<file path="config.mk">
export PLATFORM = sky130hd
export DESIGN_NAME = jk_bank_ctrl
export DESIGN_NICKNAME = d
export VERILOG_FILES = /design/src/rtl/jk_pkg.sv /design/src/rtl/jk_cell.sv /design/src/rtl/jk_bank_ctrl.sv
export SDC_FILE = /design/constraint.sdc
export NUM_CORES = 1
export LEC_CHECK = 0
export CAP_MARGIN = 20
export CORE_MARGIN = 3
export CORE_UTILIZATION = 51
export DETAILED_ROUTE_END_ITERATION = 10
export GPL_TIMING_DRIVEN = 0
export PLACE_DENSITY = 0.88
export SLEW_MARGIN = 20
export SYNTH_ARGS = -nofsm -noshare
export SYNTH_HDL_FRONTEND = slang
export SYNTH_SLANG_ARGS = --single-unit
</file>
<file path="constraint.sdc">
create_clock -name clk -period 2.3 [get_ports clk]
set_input_delay 0.23 -clock clk [delete_from_list [all_inputs] [get_ports clk]]
set_output_delay 0.23 -clock clk [all_outputs]
set_load 0.02 [all_outputs]
</file>
<file path="src/rtl/jk_pkg.sv">
// rtl/jk_pkg.sv - op encoding, FSM state type and op-to-J/K decode for the JK bank controller
package jk_pkg;

  localparam logic [1:0] OP_HOLD   = 2'd0;
  localparam logic [1:0] OP_RESET  = 2'd1;
  localparam logic [1:0] OP_SET    = 2'd2;
  localparam logic [1:0] OP_TOGGLE = 2'd3;

  typedef enum logic [1:0] {
    ST_IDLE  = 2'd0,
    ST_APPLY = 2'd1,
    ST_DONE  = 2'd2
  } state_t;

  // Returns {J, K} for a masked flip-flop under the given op.
  function automatic logic [1:0] op_jk(input logic [1:0] op);
    logic [1:0] jk;
    jk = 2'b00;
    case (op)
      OP_HOLD:   jk = 2'b00;
      OP_RESET:  jk = 2'b01;
      OP_SET:    jk = 2'b10;
      OP_TOGGLE: jk = 2'b11;
      default:   jk = 2'b00;
    endcase
    return jk;
  endfunction

endpackage

</file>
<file path="src/rtl/jk_cell.sv">
// rtl/jk_cell.sv - single JK flip-flop with asynchronous active-high reset
module jk_cell (
  input  logic clk,
  input  logic reset,
  input  logic j,
  input  logic k,
  output logic q
);

  always_ff @(posedge clk or posedge reset) begin
    if (reset) begin
      q <= 1'b0;
    end else begin
      case ({j, k})
        2'b00: q <= q;
        2'b01: q <= 1'b0;
        2'b10: q <= 1'b1;
        2'b11: q <= ~q;
      endcase
    end
  end

endmodule

</file>
<file path="src/rtl/jk_bank_ctrl.sv">
// rtl/jk_bank_ctrl.sv - command-driven J/K driver for a bank of N JK flip-flops
module jk_bank_ctrl
  import jk_pkg::*;
#(
  parameter int N  = 4,
  parameter int CW = 4
) (
  input  logic          clk,
  input  logic          reset,
  input  logic          cmd_valid,
  output logic          cmd_ready,
  input  logic [1:0]    cmd_op,
  input  logic [N-1:0]  cmd_mask,
  input  logic [CW-1:0] cmd_count,
  output logic [N-1:0]  q,
  output logic          busy,
  output logic          done,
  output logic [7:0]    cmd_total
);

  state_t        state;
  state_t        state_nx;
  logic [1:0]    op_r;
  logic [N-1:0]  mask_r;
  logic [CW-1:0] remaining;
  logic [1:0]    jk;
  logic [N-1:0]  j;
  logic [N-1:0]  k;
  logic          accept;

  assign accept = cmd_valid & cmd_ready;

  always_ff @(posedge clk or posedge reset) begin
    if (reset) state <= ST_IDLE;
    else       state <= state_nx;
  end

  always_comb begin
    state_nx = state;
    case (state)
      ST_IDLE:  if (cmd_valid) state_nx = (cmd_count == '0) ? ST_DONE : ST_APPLY;
      ST_APPLY: if (remaining == CW'(1)) state_nx = ST_DONE;
      ST_DONE:  state_nx = ST_IDLE;
      default:  state_nx = ST_IDLE;
    endcase
  end

  // All handshake/status outputs decode state only, so cmd_valid never reaches cmd_ready.
  always_comb begin
    cmd_ready = 1'b0;
    busy      = 1'b0;
    done      = 1'b0;
    jk        = 2'b00;
    case (state)
      ST_IDLE:  cmd_ready = 1'b1;
      ST_APPLY: begin
        busy = 1'b1;
        jk   = op_jk(op_r);
      end
      ST_DONE: begin
        busy = 1'b1;
        done = 1'b1;
      end
      default: cmd_ready = 1'b0;
    endcase
  end

  always_ff @(posedge clk or posedge reset) begin
    if (reset) begin
      op_r      <= OP_HOLD;
      mask_r    <= '0;
      remaining <= '0;
      cmd_total <= 8'd0;
    end else begin
      if (accept) begin
        op_r      <= cmd_op;
        mask_r    <= cmd_mask;
        remaining <= cmd_count;
      end else if (state == ST_APPLY) begin
        remaining <= remaining - CW'(1);
      end
      if (state == ST_DONE) cmd_total <= cmd_total + 8'd1;
    end
  end

  // Unmasked bits and every bit outside APPLY see J=K=0 and hold.
  assign j = mask_r & {N{jk[1]}};
  assign k = mask_r & {N{jk[0]}};

  for (genvar i = 0; i < N; i++) begin : g_cell
    jk_cell u_cell (
      .clk   (clk),
      .reset (reset),
      .j     (j[i]),
      .k     (k[i]),
      .q     (q[i])
    );
  end

endmodule

</file>
==> results of run 1 <==
metal layers:
layer / GRT usage / vias to the layer above
met5: 0 / -
met4: 0.1064 / 0
met3: 0.03380 / 6
met2: 0.3430 / 30
met1: 0.2400 / 427
li1: - / 402
cell usage in the layout (no fill, tap or decap), types with 5 or more instances in the layout:
master / synthesis / layout
xnor2_1: 7 / 7
a31oi_1: 8 / 8
nor2_1: 5 / 5
ha_1: 6 / 6
clkdlybuf4s50_1: 0 / 27
inv_1: 7 / 7
mux2_2: 7 / 7
dfrtp_1: 24 / 24
nand2_1: 7 / 7
metrics by stage:
step	hold slack, ns	power (mW)
floorplan	0.2446	1.374
global placement	0.4569	1.681
detailed placement	0.4631	1.758
CTS	0.4233	2.063
global route	0.4588	2.197
finish	0.3879	2.056
Yosys cell counts:
cell,n,area (µm²)
a31oi_1,8,50.05
nor2b_1,1,6.260
a21oi_1,3,15.01
buf_2,2,10.01
ha_1,6,75.07
nor3b_1,1,7.510
xor2_1,3,26.28
nor4b_1,1,8.760
inv_1,7,26.28
nand4_1,4,25.02
nor2_1,5,18.77
and2_1,2,12.51
and3_1,1,6.260
or4_4,1,11.26
dfrtp_1,24,600.6
a222oi_1,1,10.01
o21ai_0,2,10.01
mux2_2,7,78.83
buf_4,4,30.03
o2bb2ai_1,1,8.760
o22ai_1,1,6.260
nand2_1,7,26.28
xnor2_1,7,61.31
where the power goes:
| group | internal (mW) | switching [mW] |
|---|---|---|
| Sequential | 0.608 | 0.181 |
| Clock | 0.176 | 0.130 |
| Combinational | 0.493 | 0.468 |
| Total | 1.28 | 0.779 |
sequential cells by signal, summed over array words and instances (netlist names):
register / flops
cmd_total: 8
g_cell.u_cell.q: 4
mask_r: 4
remaining: 4
op_r: 2
state: 2
cell type report:
cell class              count  area share
well taps                  27     0.02271
multi-input cells          62      0.3120
clock buffers               3     0.01514
clock inverters             1     0.02018
plain buffers               6     0.02691
inverters                   7     0.01766
repair buffers             27      0.1817
flip-flops and latches     24      0.4037
kinds of logic (layout without fill, tap and decap cells):
group                      count (synthesis)  after routing  synth area share
xor gates and xnor gates                  10             10           0.07744
buffers and inverters                     13             44           0.05863
adders and majority gates                  6              6           0.06637
muxes                                      7              7           0.06969
and+or+nand+nor                           23             23            0.1084
AOI/OAI and AO/OA                         16             16           0.08850
DFF                                       24             24            0.5310
worst paths after layout:
check	end	slack, ns
max reg2reg	mask_r[2]	0.73
min reg2reg	cmd_total[7]	0.48
max	done	0.31
max in group asynchronous	cmd_total[4]	1.36
min	g_cell[2].u_cell.q	0.39
min in group clk	cmd_total[7]	0.48
==> out/results.tsv, run 1 <==
stage	metric	value	unit
outcome	status	complete, no violations	
yosys	yosysUniqueCellTypes	23	
clock_network	numCtsBuffers	3	
final_layout	final_nets	150	
final_layout	layout.cells.non_filler	157	
detailed_routing	met3WireLength	114	µm
worst_setup_path	cp_data_required_time	2.07	ns
detailed_routing	drc	0	
floorplanning	ios	28	
timing	maxSlewViolCount	0	
worst_setup_path	arrival	1.76	ns
timing	fmax	0.5014	GHz
detailed_routing	routed_wl	2.381	mm
placement	placed_area	0.001435	mm²
clock_network	cts_max_level	1	
final_layout	multi_input_area	464.2	µm²
timing	grt_setup_unrepaired	false	
detailed_routing	drt_iter0_markers	13	
worst_setup_path	worst-path-stages	3	
detailed_routing	wire_per_inst	15.17	µm
timing	layout_setup_ws	0.3055	ns
final_layout	stdcell_area	0.001488	mm²
floorplanning	dieHeight	53.10	µm
final_layout	diodes	0	
clock_network	clk_pin_slew	0.14	ns
worst_setup_path	critPathMaxFanout	6	
worst_setup_path	crit_chain	inv_1 > ha_1 > clkdlybuf4s50_1	
worst_setup_path	worst-path-buf-inv	2	
yosys	synth_cells	99	
grt	grt_max_degree	25	
placement	gp_congestion	0.7443	
timing	setup_violations	0	
floorplanning	dieArea	0.002819	mm²
final_layout	final_util	0.7358	
grt	grt.total_usage	0.2011	
worst_setup_path	crit-reg2reg-launch	state[0]	
timing	tns	0	ns
timing	skew	0.006996	ns
grt	grt_pass1_vias	848	
floorplanning	row_count	16	
final_layout	n_fill_cell	141	
timing	worst_pin_slew	0.8976	ns
grt	grt_pass1_wl	3.974	mm
power	power.leakage	0.6441	nW
worst_setup_path	crit_family	buffers and inverters	
clock_network	cts_resized	0	
clock_network	ctsHoldBuffers	0	
detailed_routing	viasPerCell	5.510	
timing	fin_crit_sh	0.8672	
worst_setup_path	slowest_stage	clkdlybuf4s50_1	
detailed_routing	top_layer	met4	
power	vdd_drop_max	0.8075	mV
final_layout	regArea	600.6	µm²
hold_path	hp-class	input pin to asynchronous set/reset pin	
yosys	synth_fp_nets	118	
floorplanning	coreArea	0.002022	mm²
final_layout	layout-drive-gt1-share	0.1385	
yosys	seq_area_frac_synth	0.5310	
clock_network	cts.sinks	24	
clock_network	cts-root-buf	clkbuf_4	
placement	dp_hpwl	1.803	mm
clock_network	clk_latency	0.32	ns
worst_setup_path	crit_path_end_kind	output pin	
worst_setup_path	worstSetupPathType	register to output pin	
detailed_routing	drt-met1-wl	980	µm
timing	slew_headroom	0.4009	
detailed_routing	drtPass1Iterations	4	
power	p_per_area	1382	mW/mm²
clock_network	clockBufferDepth	2	
placement	place_ws	0.6666	ns
detailed_routing	dr_wl_met2	1.219	mm
yosys	synth.avg_cell_area	11.43	µm²
yosys	yosysWarnings	0	
worst_setup_path	crit_path_max_incr_delay	0.65	ns
placement	placed_cells	153	
worst_setup_path	worst_setup_path_start_kind	register	
job	maxCapViolations	0	
grt	antenna_found_initial	0	
worst_setup_path	r2r_cells	5	
worst_setup_path	crit_start	state[0]	
detailed_routing	vias	865	
yosys	netlist_area	0.001131	mm²
timing	fin_crit	1.995	ns
grt	gr-total-overflow	0	
floorplanning	die_x	53.10	µm
placement	port_buffers	27	
yosys	synth_seq_cells	24	
floorplanning	initial_core_util	0.5594	
clock_network	tritoncts	done	
final_layout	areaGrowthSynthToFinish	31.53	%
clock_network	post_cts_buffers	0	
timing	hold_viol_final	0	
detailed_routing	final_antenna_net_count	0	
No activity file was read; power rests on OpenSTA's default activity.
==> run 2, diff against run 1 <==
- GPL_ROUTABILITY_DRIVEN: not set -> 1
==> results of run 2 <==
Final layout, timing and power as in run 1 (identical DEF).
==> run 3, diff against run 2 <==
- CORE_UTILIZATION: 51 -> 65
- DONT_BUFFER_PORTS: not set -> 1
- PLACE_DENSITY: 0.88 -> 0.87
==> out/results.tsv, run 3 (synthesized netlist as in run 1, its figures left out) <==
stage	metric	value	unit	change
worst_setup_path	arrival	1.93	ns	+0.17 ns
floorplanning	coreArea	0.001577	mm²	-22%
placement	gp_congestion	0.7621		+2.4%
worst_setup_path	r2r_end	mask_r[2]		
timing	fin_crit	1.727	ns	-0.2676 ns
floorplanning	die_x	47.72	µm	-10%
detailed_routing	final_antenna_net_count	0		unchanged
worst_setup_path	slowest_stage	dfrtp_1		
clock_network	cts_max_level	1		unchanged
worst_setup_path	r2r_cells	5		unchanged
clock_network	post_cts_buffers	0		unchanged
floorplanning	initial_core_util	0.7175		+0.1581
detailed_routing	drc	0		unchanged
hold_path	hold_path.startpoint	cmd_count[1]		
detailed_routing	routed_wl	2.085	mm	-12%
grt	antenna_found_initial	0		unchanged
clock_network	cts-root-buf	clkbuf_4		
final_layout	diodes	0		unchanged
worst_setup_path	crit-reg2reg-launch	state[0]		
placement	port_buffers	0		-100%
power	vdd_drop_max	0.9663	mV	+20%
worst_setup_path	critPathMaxFanout	9		+3
floorplanning	ios	28		unchanged
detailed_routing	vias	760		-12%
timing	tns	0	ns	unchanged
final_layout	layout.cells.non_filler	120		-24%
timing	fmax	0.5791	GHz	+15%
clock_network	tritoncts	done		
clock_network	clk_latency	0.32	ns	about the same
detailed_routing	viasPerCell	6.333		+15%
grt	grt_pass1_vias	758		-11%
timing	fin_crit_sh	0.7508		-0.1164
placement	dp_hpwl	1.581	mm	-12%
final_layout	layout-drive-gt1-share	0.1731		+0.03462
worst_setup_path	worst_setup_path_start_kind	register		
worst_setup_path	crit_family	flip-flops		
timing	slew_headroom	0.4270		+0.02602
floorplanning	dieHeight	47.72	µm	-10%
hold_path	whs_endpoint	remaining[1]		
final_layout	regMostFlops	cmd_total		
grt	grt_max_degree	25		unchanged
grt	gr-total-overflow	0		unchanged
worst_setup_path	worst-path-buf-inv	2		unchanged
hold_path	hp-class	input pin to register		
timing	skew	0.01120	ns	+0.004202 ns
timing	grt_setup_unrepaired	false		
job	maxCapViolations	0		unchanged
final_layout	largest_reg_flops	8		unchanged
timing	hold_viol_final	0		unchanged
floorplanning	row_count	14		-2
worst_setup_path	worstSetupPathType	register to register		
worst_setup_path	cp_data_required_time	2.50	ns	+0.43 ns
final_layout	final_nets	124		-17%
worst_setup_path	crit_path_end_kind	register		
grt	grt_pass1_wl	3.277	mm	-18%
hold_path	min_delay_path_depth	2		
clock_network	clockBufferDepth	2		unchanged
final_layout	areaGrowthSynthToFinish	7.301	%	
power	power.leakage	0.5449	nW	-15%
final_layout	final_common_cell	dfrtp_1		
grt	grt.total_usage	0.2105		+0.009446
final_layout	layout_common_cells	dfrtp_1 (24), a31oi_1 (8)		
detailed_routing	dr_wl_met2	1.120	mm	-8.1%
worst_setup_path	crit_path_max_incr_delay	0.43	ns	-0.22 ns
detailed_routing	drtPass1Iterations	4		unchanged
timing	worst_pin_slew	0.8586	ns	-0.03899 ns
detailed_routing	met3WireLength	113	µm	-0.88%
placement	placed_cells	115		-25%
timing	maxSlewViolCount	0		unchanged
clock_network	numCtsBuffers	3		unchanged
floorplanning	dieArea	0.002277	mm²	-19%
timing	setup_violations	0		unchanged
detailed_routing	drt_iter0_markers	15		+2
worst_setup_path	ff2ff_setup_slack	0.57	ns	-0.16 ns
power	p_per_area	1494	mW/mm²	+8.1%
clock_network	clk_pin_slew	0.13	ns	about the same
detailed_routing	top_layer	met4		
detailed_routing	drt-met1-wl	816	µm	-17%
clock_network	cts.sinks	24		unchanged
outcome	status	complete, no violations		
worst_setup_path	crit_chain	inv_1 > ha_1 > and2_1 > buf_2 > mux2_2		
detailed_routing	wire_per_inst	17.38	µm	+15%
run 3: metrics by stage:
| step | power (mW) | utilization | setup WS (ns) | hold WS (ns) | area [µm²] |
|---|---|---|---|---|---|
| global placement | 1.460 | 0.7302 | 0.6627 | 0.3418 | 1151 |
| floorplan | 1.374 | - | 0.7647 | 0.2446 | 1131 |
| finish | 1.813 | 0.7698 | 0.5731 | 0.04073 | 1214 |
| global route | 1.938 | 0.7698 | 0.5158 | 0.03522 | 1214 |
| detailed placement | 1.520 | 0.7302 | 0.6182 | 0.3461 | 1151 |
| CTS | 1.815 | 0.7698 | 0.5803 | 0.03870 | 1214 |
run 3: worst max-delay path by stage:
stage,from,endpoint,slack (ns),depth (start not counted)
2_1_floorplan,state[0],mask_r[0],0.76,5
3_3_place_gp,state[0],mask_r[0],0.66,5
3_5_place_dp,state[0],mask_r[2],0.62,5
4_1_cts,state[0],mask_r[2],0.58,5
5_1_grt,state[1],mask_r[2],0.52,5
6_report,state[0],mask_r[2],0.57,5
run 3: timing repair:
| item | 4_1_cts | 5_1_grt |
|---|---|---|
| hold buffers | 1 | 0 |
| resized for setup | 0 | 0 |
| hold endpoints to repair | 14 | 0 |
run 3: worst register-to-register path: cells and delay by family, from the launching register on:
kind / cells / cell delay (ns)
adders and majority gates: 1 / 0.32
buffers and inverters: 2 / 0.31
muxes: 1 / 0.38
and+or+nand+nor: 1 / 0.17
DFF: 1 / 0.43
run 3: layout make-up:
class | instances | area [µm²]
buffer | 6 | 40.04
clock buffer | 3 | 22.52
clock inverter | 1 | 30.03
fill | 105 | 362.8
inverter | 7 | 26.28
multi-input combinational | 62 | 464.2
sequential | 24 | 600.6
tap | 16 | 20.02
timing repair buffer | 1 | 10.01
run 3: report_power, final:
group / leakage [nW] / switching [mW] / internal, mW
logic: 0.228 / 0.359 / 0.307
clock network: 0.0279 / 0.125 / 0.176
registers: 0.289 / 0.239 / 0.607
total: 0.545 / 0.723 / 1.09
run 3: metal layers:
layer	up-vias	track usage
met5	-	0
met4	0	0.08065
met3	4	0.04887
met2	20	0.3879
li1	348	-
met1	388	0.2304
